===== config.mk =====
export PLATFORM = sky130hd
export DESIGN_NAME = hazard_ctrl
export DESIGN_NICKNAME = d
export VERILOG_FILES = /design/src/rtl/hazard_ctrl.sv
export SDC_FILE = /design/constraint.sdc
export NUM_CORES = 1
export LEC_CHECK = 0
export ABC_AREA = 1
export CAP_MARGIN = 20
export CELL_PAD_IN_SITES_DETAIL_PLACEMENT = 0
export CELL_PAD_IN_SITES_GLOBAL_PLACEMENT = 1
export CORE_UTILIZATION = 27
export DETAILED_ROUTE_END_ITERATION = 8
export HOLD_SLACK_MARGIN = 0.1
export PLACE_DENSITY_LB_ADDON = 0.12
export SYNTH_ARGS = -nofsm -noshare
export SYNTH_HDL_FRONTEND = slang
export SYNTH_SLANG_ARGS = --single-unit

===== constraint.sdc =====
create_clock -name clk_i -period 1.7 [get_ports clk_i]
set_input_delay 0.51 -clock clk_i [delete_from_list [all_inputs] [get_ports clk_i]]
set_output_delay 0.51 -clock clk_i [all_outputs]
set_load 0.02 [all_outputs]

===== src/rtl/hazard_ctrl.sv =====
// Pipeline hazard controller: memory-wait freeze, load-use bubble and taken-branch flush.
// Define HAZARD_CTRL_PERF_EN to add stall/flush performance counters.
module hazard_ctrl #(
  parameter int unsigned TIMEOUT_CYCLES = 255
) (
  input  logic        clk_i,
  input  logic        rst_i,
  input  logic        start_i,
  input  logic [4:0]  id_rs1_i,
  input  logic [4:0]  id_rs2_i,
  input  logic        ex_memread_i,
  input  logic [4:0]  ex_rd_i,
  input  logic        branch_taken_i,
  input  logic        mem_req_i,
  input  logic        mem_ack_i,
  output logic        pc_stall_o,
  output logic        ifid_stall_o,
  output logic        ifid_flush_o,
  output logic        idex_bubble_o,
  output logic        idex_stall_o,
  output logic        exmem_stall_o,
  output logic        memwb_bubble_o,
`ifdef HAZARD_CTRL_PERF_EN
  output logic [31:0] stall_cnt_o,
  output logic [15:0] flush_cnt_o,
`endif
  output logic        err_o
);

  typedef enum logic [1:0] {IDLE, RUN, MEM_WAIT} state_t;

  localparam logic [7:0] TIMEOUT = 8'(TIMEOUT_CYCLES);

  state_t     state, state_nxt;
  logic [7:0] wait_cnt, wait_cnt_nxt;
  logic       err_nxt;
  logic       mem_wait, load_use, flush;

  function automatic logic [7:0] sat_inc(input logic [7:0] v);
    return (v == 8'hFF) ? v : v + 8'd1;
  endfunction

  always_comb begin
    mem_wait = start_i && (state != IDLE) && mem_req_i && !mem_ack_i;
    load_use = start_i && (state == RUN) && !mem_wait && ex_memread_i &&
               (ex_rd_i != 5'd0) && ((ex_rd_i == id_rs1_i) || (ex_rd_i == id_rs2_i));
    flush    = start_i && (state == RUN) && !mem_wait && !load_use && branch_taken_i;

    pc_stall_o     = mem_wait || load_use;
    ifid_stall_o   = mem_wait || load_use;
    ifid_flush_o   = flush;
    idex_bubble_o  = load_use;
    idex_stall_o   = mem_wait;
    exmem_stall_o  = mem_wait;
    memwb_bubble_o = mem_wait;
  end

  always_comb begin
    state_nxt    = state;
    wait_cnt_nxt = wait_cnt;
    err_nxt      = err_o;
    if (!start_i) begin
      state_nxt = IDLE;
    end else begin
      case (state)
        IDLE: state_nxt = RUN;
        RUN: begin
          if (mem_wait) begin
            state_nxt    = MEM_WAIT;
            wait_cnt_nxt = 8'd0;
          end
        end
        MEM_WAIT: begin
          // Timeout is judged on the count held during this cycle, so err lands one edge later.
          if (wait_cnt >= TIMEOUT) err_nxt = 1'b1;
          wait_cnt_nxt = sat_inc(wait_cnt);
          if (mem_ack_i || !mem_req_i) state_nxt = RUN;
        end
        default: state_nxt = IDLE;
      endcase
    end
  end

  always_ff @(posedge clk_i or negedge rst_i) begin
    if (!rst_i) begin
      state    <= IDLE;
      wait_cnt <= 8'd0;
      err_o    <= 1'b0;
    end else begin
      state    <= state_nxt;
      wait_cnt <= wait_cnt_nxt;
      err_o    <= err_nxt;
    end
  end

`ifdef HAZARD_CTRL_PERF_EN
  always_ff @(posedge clk_i or negedge rst_i) begin
    if (!rst_i) begin
      stall_cnt_o <= 32'd0;
      flush_cnt_o <= 16'd0;
    end else begin
      if (pc_stall_o)   stall_cnt_o <= stall_cnt_o + 32'd1;
      if (ifid_flush_o) flush_cnt_o <= flush_cnt_o + 16'd1;
    end
  end
`endif

endmodule


==> summary by stage <==
Synthesis
A synthesized cell averages a little over 6 µm². The number of synthesized flops with an enable pin is 0. During synthesis, Yosys emitted a total of 0 warnings.

The number of nets in the synthesized netlist is between 150 and 200. Synthesis produced a netlist whose cell count is approximately 150. Counting flops with an async set or reset pin after synthesis yields a share of 1.000.

Yosys mapped the design onto 25 distinct sky130hd cell types. The most used flip-flop cell after synthesis is sky130_fd_sc_hd__dfrtp_1. The number of register bits inferred by synthesis is 11. Of the synthesized area, sequential elements account for 0.3022. The cell area that synthesis handed to floorplanning was 910.9 µm².

Floorplan
In this run the horizontal extent of the chip is roughly 60 µm. The floorplan step defined a die boundary enclosing 3610 µm². The row count is 20.

The initial standard-cell utilization of the core is 0.2912. The total area inside the core boundary comes to between 3000 and 4000 µm². 30 I/O pins were placed.

In this run the vertical extent of the chip is around 60 µm.

Pwr
The total power after layout is approximately 630 µW. Summed over all nets, the switching power comes to around 180 µW. The share of total power dissipated in sequential elements is 0.425. Of the total power, combinational logic draws 0.293.

The cell-internal power is ~450 µW. The power density over cell area is approximately 450 nW/µm². VDD sags by at most about 0.00015 V. The static power due to leakage is 0.7392 nW.

The switching portion of total power is 0.2925. The clock network fraction of design power is 0.282.

Min path
The hold path startpoint is err_o$_DFFE_PN0P_. The path class of the tightest hold or removal check is reg -> reg.

STA
The smallest clock period supported by the final layout is computed as between 1.5 and 2 ns. Across all hold checks on the routed design, the worst slack comes to 0.4655 ns. The final cycle utilization of the critical path is 1.144. Between clock sinks in the finished design, the worst skew comes to 0.003984 ns.

Setup repair after global routing could not meet its margin everywhere. The number of endpoints failing setup at the final stage is 7. The slew of the pin with the lowest slew margin is about 0.52 ns. The max-slew violation count is 0. For this run, the top clock speed supported by timing is approximately 500 MHz. For the final routed database, the setup TNS stands at -1.166 ns. The tightest slew margin relative to the limit is 0.6497.

The number of hold violations in the final report is 0. The final worst slack is -0.2456 ns.

Placed design
Routability-driven placement finished with a final weighted congestion of roughly 0.75. Before CTS, the worst setup slack after placement is -1.217 ns. The number of placed instances with taps included is 224. The cell area reported after detailed placement is around 1300 µm². The HPWL after detailed placement is roughly 1600 µm.

The number of buffers inserted by port buffering is 29.

Detailed routing
The detailed router placed between 900 and 1,000 vias in this run. The uppermost layer routed is met3. Wire segments on met2 add up to between 1000 and 1500 µm in the final route. For this run, the detailed router's first-pass iteration total came to 4. For this run, design rule violations remaining after detail routing come to 0. The final routed wire length divided by cell count is approximately 9 µm. The count of nets left with antenna violations after detail routing is 0. Summed over all nets, wire length on met3 after detailed routing comes to 73 µm.

The iteration-0 DRC count of the detailed router is 20. In the final routing, the length of wire on met1 measures a little over 900 µm. The per-cell via count in the routed design is about 4.3. The wire length reported by the detailed router is 2102 µm.

Finish
The number of inserted diodes is 0. The proportion of layout cells with a drive suffix above 1 is 0.3122. Once layout is done, the placed cells without fillers occupy approximately 1400 µm². The number of nets in the final layout is around 210.

The final cell utilization of the core is 0.4492. Compared with the post-synthesis result, the final layout area differs by 54.26%. The area occupied by multi-input gates is ~570 µm². Fill cells in the final layout number between 300 and 400. The finished layout holds 233 standard cells, fillers aside. The area taken by flip-flops and latches is roughly 280 µm².

Clock network
The clock transition at the register clock pins on the worst setup and hold paths after CTS is roughly 0.070 ns. The root buffer cell chosen for the clock tree is sky130_fd_sc_hd__clkbuf_4. The clock passes through at most 2 buffers.

The latest clock arrival within the worst-skew pair is approximately 0.27 ns. TritonCTS built the clock tree. After clock tree synthesis, the flow added hold-fix buffers numbering 0. The clock net in this run drives a total of 11 sinks. In this run the number of H-tree levels came out at 1. Clock tree synthesis inserted a total of 3 buffers.

Setup path
The beginning of the critical path is ex_rd_i[4]. For the worst setup path, the data arrival time is around 1.4 ns. In this run the worst path has a maximum fanout of 3.

The critical path goes through clkdlybuf4s15_1, buf_4, xnor2_2, nand3_1, nand2_2, nand2_2, nand2_2, buf_6. The largest single stage delay on the critical path is 0.20 ns. In this run the critical register-to-register path is launched from wait_cnt[0]$_DFFE_PN0P_. STA classifies the critical path endpoint as a primary output. The critical path is of the in -> out type. The cell with the most instances on the worst path is sky130_fd_sc_hd__nand2_2. The launching element type of the critical path is an input port.

The cell with the largest stage delay on the worst path is sky130_fd_sc_hd__clkdlybuf4s15_1. The number of buffer and inverter stages on the critical path is 3. At the worst endpoint, the required time is around 1.2 ns. The cell class contributing the biggest share of worst-path delay is buffers and inverters.

Global route
The number of global-route vias before repair is around 900. The overall global routing resource usage is 0.1269. For this run the aggregate overflow at the end of global routing stands at 0.

The initial antenna violation count is 0. The first global-routing pass estimated about 3500 µm of wire. Entering global routing, the biggest net connects 17 pins.

Outcome
The run finished, with violations left. The checks that failed: setup timing.

Run
The tool flagged a number of max-cap violations equal to 0.
## kinds of logic after synthesis
| family | synth area share |
|---|---|
| compound gates | 0.09340 |
| flops | 0.3022 |
| simple gates | 0.4052 |
| fa+ha+maj | 0.01373 |
| buf+inv | 0.1566 |
| xor+xnor | 0.02885 |
## layout make-up
cell class | count | share of cell area
Multi-Input combinational cell | 105 | 0.4087
Timing Repair Buffer | 41 | 0.2538
Sequential cell | 11 | 0.1959
Inverter | 28 | 0.08370
Tap cell | 44 | 0.03918
Clock buffer | 4 | 0.01870
## state kept, by name (all words and copies together) (netlist names)
name	flops
wait_cnt	8
err_o	1
state	2
## layout by cell type (no fill, tap or decap), types with 6 or more instances in the layout
cell	count
sky130_fd_sc_hd__nand3_1	8
sky130_fd_sc_hd__nand2_1	44
sky130_fd_sc_hd__buf_6	7
sky130_fd_sc_hd__inv_1	21
sky130_fd_sc_hd__dfrtp_1	11
sky130_fd_sc_hd__inv_2	6
sky130_fd_sc_hd__buf_4	12
sky130_fd_sc_hd__nand2_2	6
sky130_fd_sc_hd__nor2_1	12
sky130_fd_sc_hd__dlygate4sd2_1	10
## Yosys cell counts (2+ instances only)
master	number	share of area
sky130_fd_sc_hd__nand2_1	49	0.20
sky130_fd_sc_hd__inv_1	27	0.11
sky130_fd_sc_hd__nor2_1	20	0.082
sky130_fd_sc_hd__dfrtp_1	11	0.30
sky130_fd_sc_hd__nand3_1	9	0.049
sky130_fd_sc_hd__o21ai_1	5	0.027
sky130_fd_sc_hd__a21oi_1	3	0.016
sky130_fd_sc_hd__buf_4	3	0.025
sky130_fd_sc_hd__xnor2_1	3	0.029
sky130_fd_sc_hd__nand2_2	2	0.014
sky130_fd_sc_hd__o21ai_2	2	0.019
## metal layers
layer  track usage  vias to the layer above
met4       0.02990                        0
met5             0                        -
met2        0.2460                       22
li1              -                      533
met3       0.03247                        0
met1        0.1345                      438
## worst register-to-register path: cells and delay by family (launching register included)
| family | cells | cell delay (ns) |
|---|---|---|
| AND/OR/NAND/NOR | 8 | 0.74 |
| flip-flops | 1 | 0.39 |
| adder cells (fa/ha/maj) | 1 | 0.18 |
| buffers and inverters | 1 | 0.06 |
## power by group through the flow
stage / Sequential, mW / Combinational (mW) / Clock [mW]
after floorplan: 0.274 / 0.0804 / 0
after global placement: 0.272 / 0.169 / 0
after detailed placement: 0.273 / 0.170 / 0
after CTS: 0.267 / 0.167 / 0.191
after global routing: 0.268 / 0.204 / 0.207
final: 0.268 / 0.185 / 0.178
## timing repair
item / 4_1_cts / 5_1_grt
endpoints found under the setup margin: 16 / 7
resized for setup: 74 / 31
setup buffers: 2 / 3
pin swaps: 14 / 15
## worst paths after layout
check | endpoint | slack (ns) | cells after the start
max in group asynchronous | wait_cnt[7]$_DFFE_PN0P_ | 0.77 | 1
min in group asynchronous | state[0]$_DFFE_PN0P_ | 0.58 | 1
worst max-delay path | ifid_stall_o | -0.25 | 8
worst max register to register | wait_cnt[5]$_DFFE_PN0P_ | 0.23 | 10
worst min register to register | err_o$_DFFE_PN0P_ | 0.47 | 2
worst min-delay path | err_o$_DFFE_PN0P_ | 0.47 | 2
Power figures use the tool's default switching activity.
